<file path="config.mk">
export PLATFORM = sky130hd
export DESIGN_NAME = fifo_uart_tx
export DESIGN_NICKNAME = d
export VERILOG_FILES = /design/src/rtl/fifo_uart_tx.sv
export SDC_FILE = /design/constraint.sdc
export NUM_CORES = 1
export LEC_CHECK = 0
export BUFFER_PORTS_ARGS = -buffer_cell sky130_fd_sc_hd__buf_2
export CORE_ASPECT_RATIO = 1.1
export CORE_MARGIN = 2
export CORE_UTILIZATION = 61
export DETAILED_ROUTE_END_ITERATION = 10
export PLACE_DENSITY = 0.85
export SLEW_MARGIN = 20
export SYNTH_ARGS = -nofsm -noshare
export SYNTH_HDL_FRONTEND = slang
export SYNTH_SLANG_ARGS = --single-unit
</file>
<file path="constraint.sdc">
create_clock -name clk -period 2.8 [get_ports clk]
set_input_delay 0.28 -clock clk [delete_from_list [all_inputs] [get_ports clk]]
set_output_delay 0.28 -clock clk [all_outputs]
set_load 0.05 [all_outputs]
</file>
<file path="src/rtl/fifo_uart_tx.sv">
// -----------------------------------------------------------------------------
// fifo_uart_tx
//
// Drains a FIFO onto an asynchronous serial line. Whenever enabled and the
// FIFO is not empty, one N-bit word is popped and sent LSB first as:
//   start bit (0), N data bits, optional even-parity bit, stop bit (1).
// Every bit is held for CLKS_PER_BIT clock cycles. With enable held high and
// words queued, frames go out back to back with two idle-high cycles (POP,
// LOAD) between the end of one stop bit and the next start bit.
//
// Parameters
//   N            data word width, equal to the FIFO element width
//   CLKS_PER_BIT clk cycles per serial bit (>= 2)
//   PARITY_EN    1 inserts an even-parity bit after the data bits
//
// Ports
//   clk         system clock, rising-edge active
//   rst         asynchronous active-high reset
//   enable      allows new frames to start; only looked at on frame boundaries
//   fifo_empty  FIFO empty flag
//   fifo_data   FIFO read data, valid the cycle after fifo_rd_en
//   fifo_rd_en  FIFO pop strobe, one cycle per word (registered)
//   tx          serial output, idle high (registered)
//   busy        high from POP through the last STOP cycle (registered)
//   frame_done  one-cycle pulse during the last STOP cycle (registered)
// -----------------------------------------------------------------------------
module fifo_uart_tx #(
    parameter int N            = 8,
    parameter int CLKS_PER_BIT = 16,
    parameter int PARITY_EN    = 0
) (
    input  logic         clk,
    input  logic         rst,
    input  logic         enable,
    input  logic         fifo_empty,
    input  logic [N-1:0] fifo_data,
    output logic         fifo_rd_en,
    output logic         tx,
    output logic         busy,
    output logic         frame_done
);

    localparam int TW = (CLKS_PER_BIT > 1) ? $clog2(CLKS_PER_BIT) : 1;
    localparam int BW = $clog2(N + 1);

    localparam logic [TW-1:0] T_LAST = TW'(CLKS_PER_BIT - 1);
    // One cycle before the last cycle of a bit; frame_done is registered, so
    // it has to be armed here to land on the final STOP cycle.
    localparam logic [TW-1:0] T_PRE  = TW'(CLKS_PER_BIT - 2);
    localparam logic [BW-1:0] B_LAST = BW'(N - 1);

    typedef enum logic [2:0] {
        IDLE,
        POP,
        LOAD,
        START,
        DATA,
        PARITY,
        STOP
    } state_t;

    state_t          state;
    logic [TW-1:0]   bit_timer;
    logic [BW-1:0]   bit_idx;
    logic [N-1:0]    shift_reg;
    logic            par_bit;
    logic            bit_end;
    logic            can_pop;

    assign bit_end = (bit_timer == T_LAST);
    assign can_pop = enable && !fifo_empty;

    // -------------------------------------------------------------------------
    // Control FSM. All outputs are registered alongside the state so that tx
    // and fifo_rd_en never see a combinational path from the inputs.
    // -------------------------------------------------------------------------
    always_ff @(posedge clk or posedge rst) begin
        if (rst) begin
            state      <= IDLE;
            bit_timer  <= '0;
            bit_idx    <= '0;
            fifo_rd_en <= 1'b0;
            tx         <= 1'b1;
            busy       <= 1'b0;
            frame_done <= 1'b0;
        end else begin
            fifo_rd_en <= 1'b0;
            frame_done <= 1'b0;

            case (state)
                IDLE: begin
                    tx        <= 1'b1;
                    busy      <= 1'b0;
                    bit_timer <= '0;
                    bit_idx   <= '0;
                    if (can_pop) begin
                        state      <= POP;
                        fifo_rd_en <= 1'b1;
                        busy       <= 1'b1;
                    end
                end

                // fifo_data becomes valid during LOAD, one cycle after the pop.
                POP: begin
                    state <= LOAD;
                end

                LOAD: begin
                    state     <= START;
                    tx        <= 1'b0;
                    bit_timer <= '0;
                end

                START: begin
                    if (bit_end) begin
                        state     <= DATA;
                        tx        <= shift_reg[0];
                        bit_timer <= '0;
                        bit_idx   <= '0;
                    end else begin
                        bit_timer <= bit_timer + TW'(1);
                    end
                end

                DATA: begin
                    if (bit_end) begin
                        bit_timer <= '0;
                        if (bit_idx == B_LAST) begin
                            bit_idx <= '0;
                            if (PARITY_EN != 0) begin
                                state <= PARITY;
                                tx    <= par_bit;
                            end else begin
                                state <= STOP;
                                tx    <= 1'b1;
                            end
                        end else begin
                            // shift_reg was already advanced, so [0] is the next bit
                            tx      <= shift_reg[0];
                            bit_idx <= bit_idx + BW'(1);
                        end
                    end else begin
                        bit_timer <= bit_timer + TW'(1);
                    end
                end

                PARITY: begin
                    if (bit_end) begin
                        state     <= STOP;
                        tx        <= 1'b1;
                        bit_timer <= '0;
                    end else begin
                        bit_timer <= bit_timer + TW'(1);
                    end
                end

                STOP: begin
                    tx <= 1'b1;
                    if (bit_end) begin
                        bit_timer <= '0;
                        bit_idx   <= '0;
                        if (can_pop) begin
                            state      <= POP;
                            fifo_rd_en <= 1'b1;
                        end else begin
                            state <= IDLE;
                            busy  <= 1'b0;
                        end
                    end else begin
                        bit_timer <= bit_timer + TW'(1);
                        if (bit_timer == T_PRE) begin
                            frame_done <= 1'b1;
                        end
                    end
                end

                default: begin
                    state      <= IDLE;
                    tx         <= 1'b1;
                    busy       <= 1'b0;
                    bit_timer  <= '0;
                    bit_idx    <= '0;
                end
            endcase
        end
    end

    // -------------------------------------------------------------------------
    // Data path: word capture and shifting. No reset needed, the FSM never
    // reads these before a LOAD has refreshed them.
    // -------------------------------------------------------------------------
    always_ff @(posedge clk) begin
        if (state == LOAD) begin
            shift_reg <= fifo_data;
            par_bit   <= ^fifo_data;
        end else if (bit_end &&
                     ((state == START) || ((state == DATA) && (bit_idx != B_LAST)))) begin
            shift_reg <= shift_reg >> 1;
        end
    end

endmodule

</file>
# After elaboration in Yosys (flattened, before gate mapping)
# Cells that the tools add are included.
# W data, S select, Z words.
# classes
n_addsub	2
n_eq_ne	18
muxes	30
bitwise_logic	3
n_reduce_logical	15
# op_table
cell	n
$pmux W3 S7	1
$mux W3	6
$mux W4	4
$mux W8	2
$ne A2 B2 Y1 const B	7
$mux W1	12
$pmux W4 S3	1
$eq A3 B3 Y1 const B	3
$add A4 B1 Y4 const B	2
$eq A4 B4 Y1 const B	2
$pmux W4 S2	1
$eq A3 B2 Y1 const B	2
$reduce_and A3 Y1	2
$reduce_and A6 Y1	1
$pmux W1 S5	1
$reduce_or A5 Y1	1
$eq A4 B3 Y1 const B	1
$ne A4 B3 Y1 const B	1
$reduce_and A4 Y1	1
$reduce_or A4 Y1	1
$eq A3 B1 Y1 const B	1
$logic_and A1 B1 Y1	3
$logic_not A3 Y1	1
$not A1 Y1	3
8 further kinds	8
# totals
regBits	23
inputBits	12
out_inout_bits	4
wordCells	76

# Longest topological paths before layout
# logic_depth
depth_word	6
ltp_mapped	6
depth_no_buf	5

# Worst setup path before layout
# OpenSTA, ideal clock, no wires.
# synth_timing
kind	register -> register
from	register bit_timer[0]
to	register shift_reg[0], enable pin
setup_time_ns	0.262
arrival_ns	1.266
required_time_ns	2.538
path_slack_ns	1.273
path_stages_with_launch	5
path_buffers	1
synth_period_minus_slack_ns	1.527
path_cell_list	dfrtp_1 > ha_1 > and3_1 > buf_4 > a31o_2
# synth_via
elab_chain_len	3
# synth_rtl
item	line_no	source
start: declaration	63	logic [TW-1:0] bit_timer;
start signal: assignment	121	bit_timer <= bit_timer + TW'(1);
start signal: assignment	143	bit_timer <= bit_timer + TW'(1);
start signal: assignment	153	bit_timer <= bit_timer + TW'(1);
$eq A4 B4 Y1	70	assign bit_end = (bit_timer == T_LAST);
$logic_and A1 B1 Y1	196	end else if (bit_end &&
$reduce_bool A2 Y1 (no line)	--	
end signal: assignment	194	shift_reg <= fifo_data;
end signal: assignment	198	shift_reg <= shift_reg >> 1;
end: declaration	65	logic [N-1:0] shift_reg;
# Every way passes these cells.
# A chain may end at the register's enable or synchronous reset.

# Worst setup path in the final report
# layout_timing
from	register state[2]
to	register shift_reg[4] (data pin)
# layout_via
elab_chain_len	2
# layout_rtl
item	line_no	source
start: declaration	62	state_t state;
start signal: assignment	79	state <= IDLE;
start signal: assignment	97	state <= POP;
start signal: assignment	105	state <= LOAD;
$eq A3 B2 Y1	193	if (state == LOAD) begin
$mux W8	193	
# Every way passes these cells.

==> results.md <==
- The data required time at the worst endpoint is 2.89 ns.
- The detail route stage leaves a number of antenna-violating nets equal to 0.
- In this run, flip-flops and latches consume 66.8% of the power.
- By area, the combinational part of the netlist is dominated by compound AO/OA/AOI/OAI gates.
- After detailed routing, the average wire length per cell comes to about 16 µm.
- For this run, the total global-route usage over all layers was measured as 25.4%.
- The fraction of the mapped netlist area in compound gates is between 20% and 30%.
- STA classifies the critical path startpoint as a flip-flop.
- In this run, post-CTS repair resized a total of 0 instances.
- The areal power density over the cells is about 360 nW/µm².
- The part of the power in the clock network is 30.5%.
- The clock-pin slew reported for the worst setup and hold paths after clock tree synthesis is 0.13 ns.
- The peak ir drop on the vdd network is ~0.00036 V.
- The switching power of the nets is 0.112 mW.
- The height of the die is about 53 µm.
- At the pin with the least slew margin, the transition time is 0.795 ns.
- The standby leakage power is approximately 0.62 nW.
- For this run, the number of Yosys warnings is 0.
- The share of async-settable or async-resettable flops after synthesis is 65.2%.
- The number of nets handed over by synthesis was 145.
- The post-synthesis instance total is between 100 and 150.
- The TritonCTS buffer count is 3.
- The CTS tree is yes.
- The count of cell types in the netlist is slightly above 40.
- Row generation in the floorplan step produced 17 rows.
- Of the total power, the share spent switching nets is between 20% and 30%.
- The post-synthesis register bit count is 23.
- The pin count of the biggest net entering global routing is 23.
- Across the routed clock network, the largest skew measured is approximately 0.0048 ns.
- In this run the worst hold path is classified as input port to async pin.
- The mapped netlist covers 1350 µm².
- The worst setup path category is flip-flop to flip-flop.
- Relative to the synthesized area, the layout overhead comes to 7.44%.
- The sort of element at the end of the critical path is a flip-flop.
- The number of primary I/O pins is 16.
- The startpoint identified for the worst register-to-register timing path is state[2].
- In this run the tightest slew margin relative to its limit is between 40% and 50%.
- The number of flip-flops in the largest register is 8.
- The wire length reported by the detailed router is around 2800 µm.
- The number of synthesized flops with an enable pin is 8.
- The number of buffer cells added on primary ports is 15.
- The combinational fraction of design power is 2.6%.
- After global routing the overflow that remains totals 0.
- After detailed routing, the number of remaining DRC violations is 0.
- For the worst-skew pair, the clock arrives at the later sink with an insertion delay of between 0.3 and 0.4 ns.
- CTS saw 23 sinks.
- Derived from the worst setup path, the maximum achievable clock frequency is about 0.54 GHz.
- In the layout the commonest cells are sky130_fd_sc_hd__buf_2, sky130_fd_sc_hd__dfrtp_1, sky130_fd_sc_hd__nand2_1.
- Detailed placement ended at an HPWL of 2020 µm.
- The number of antenna diodes in the final layout is 0.
- The shortest period the worst path allows is approximately 1.9 ns.
- The first-pass iteration count of the detailed router is 4.
- The hold buffer count at cts is 0.
- The max-slew violation total from the final report is 0.
- Across all hold checks on the routed design, the worst slack comes to -0.0143 ns.
- The multiplexer share of the synthesized area is roughly 6.7%.
- Setup violations remaining at the end of the flow were counted as 0.
- For this block, the via count after detailed routing is approximately 1100.
- For the final routed database, the setup TNS stands at 0 ns.
- The die outline area is 2600 µm².
- The synthesized netlist devotes between 10% and 20% of its cell area to simple gates.
- The data arrival time at the worst-slack endpoint is between 1.5 and 2 ns.
- The xor-xnor portion of the synthesized cell area is 0.651%.
- The net count of the finished layout is 160.
- The maximum clock path buffer count is 2.
- The synthesized area per cell is just over 10 µm².
- The count of maximum capacitance violations is 0.
- The depth of the CTS H-tree is 1.
- The register area share after synthesis is a little under half.
- The length in cells of the worst reg-to-reg path is 3.
- At the end of routability-driven placement, the weighted congestion stood at ~0.78.
- For this run, the leading register cell type out of synthesis is sky130_fd_sc_hd__dfrtp_1.
- The proportion of layout cells with a drive suffix above 1 is roughly 27%.
- For this block, the initial DRC count from the detailed router was 29.
- After Yosys synthesis, full adders, half adders and majority gates account for 2.79% of the synthesized area.
- The global-route wire length before repair is 4820 µm.
- In this run the critical register-to-register path is captured at shift_reg[4].
- The final core utilization is approximately 71%.
- The via count of the first global-routing pass was roughly 1000.
- The final hold violation count is 14.
- The area of the core is 2040 µm².
- Internal power comes to 0.406 mW.
- The flow ran to the end, but the final reports show violations.
- Once the floorplan was initialized, standard cells occupied approximately 66% of the core.
- The ratio of final minimum period to clock period is ~67%.
- After detailed routing, the number of vias per cell comes to 6.38.
- The number of antenna violations at the first check in global routing was 0.
- The most common library cell in the layout ignoring fill and taps is sky130_fd_sc_hd__buf_2.
- The final reports fail on hold timing.
- The worst-path maximum fanout is 11.
- The reg2reg setup slack is a little over 0.9 ns.
- The horizontal die dimension is roughly 50 µm.
- The root buffer cell chosen for the clock tree is sky130_fd_sc_hd__clkbuf_4.
- Setup repair after global routing left no endpoint under its margin.
- The post-CTS setup-driven buffer insertion count is 0.
[power by group through the flow]
stage          combinational, mW  sequential, mW  clock (mW)
3_3_place_gp              0.0130           0.353           0
2_1_floorplan            0.00492           0.353           0
5_1_grt                   0.0157           0.346       0.172
4_1_cts                   0.0142           0.346       0.159
6_report                  0.0137           0.346       0.158
3_5_place_dp              0.0140           0.353           0
[stage by stage]
stage	cells	cell area, µm²	worst slack (ns)	power [mW]
floorplan	130	1350	1.27	0.358
global placement	168	1420	1.01	0.366
detailed placement	168	1420	0.953	0.367
CTS	172	1450	0.949	0.519
global route	172	1450	0.770	0.534
finish	172	1450	0.935	0.518
[final cells by class]
cell class	count	area [µm²]
multi-input combinational	94	651
sequential	23	617
fill	165	596
timing repair buffer	18	97.6
tap	28	35.0
clock buffer	3	22.5
inverter	5	18.8
clock inverter	1	5.00
[logic make-up after synthesis]
group	count (synthesis)
muxes	8
adders and majority gates	3
and+or+nand+nor	44
AOI/OAI and AO/OA	38
DFF	23
buffers and inverters	13
xor gates and xnor gates	1
[metal layers]
layer | global-route usage [%] | wire, µm | up-vias | part of all wire, %
met5 | 0 | 0 | - | 0
met4 | 11.9 | 66 | 0 | 2.4
met3 | 4.24 | 115 | 7 | 4.1
met2 | 44.1 | 1400 | 31 | 50
met1 | 31.4 | 1200 | 546 | 43
li1 | - | - | 514 | -
[Yosys cell counts, drive strengths merged, types with 3 or more instances]
| cell | n | area share, % |
|---|---|---|
| a211oi | 3 | 2.0 |
| nand2 | 10 | 2.8 |
| inv | 5 | 1.4 |
| dfrtp | 14 | 26 |
| o31ai | 3 | 1.7 |
| a31oi | 3 | 1.4 |
| nand2b | 5 | 2.5 |
| nor3 | 5 | 1.9 |
| edfxtp | 8 | 18 |
| mux2 | 8 | 6.7 |
| ha | 3 | 2.8 |
| nand3 | 7 | 2.6 |
| buf | 8 | 4.5 |
| a21oi | 6 | 2.2 |
| nor2 | 7 | 2.0 |
| o21ai | 10 | 3.7 |
| nor2b | 3 | 2.0 |
[how the worst max path moves through the flow]
stage | from | to | slack (ns) | cells after the start
after detailed placement | state[2] | shift_reg[4] | 0.95 | 3
final | state[2] | shift_reg[4] | 0.94 | 3
after global routing | bit_timer[0] | bit_idx[3] | 0.77 | 5
after CTS | state[2] | shift_reg[4] | 0.95 | 3
after floorplan | bit_timer[0] | shift_reg[0] | 1.27 | 4
after global placement | state[2] | shift_reg[3] | 1.01 | 3
[worst max-delay path, cell delays in order, from the launching register on]
cell,delay (ns)
sky130_fd_sc_hd__dfrtp_1,0.40
sky130_fd_sc_hd__nand2b_2,0.19
sky130_fd_sc_hd__nor2_1,0.61
sky130_fd_sc_hd__mux2_2,0.42
No activity file was read; power rests on OpenSTA's default activity.
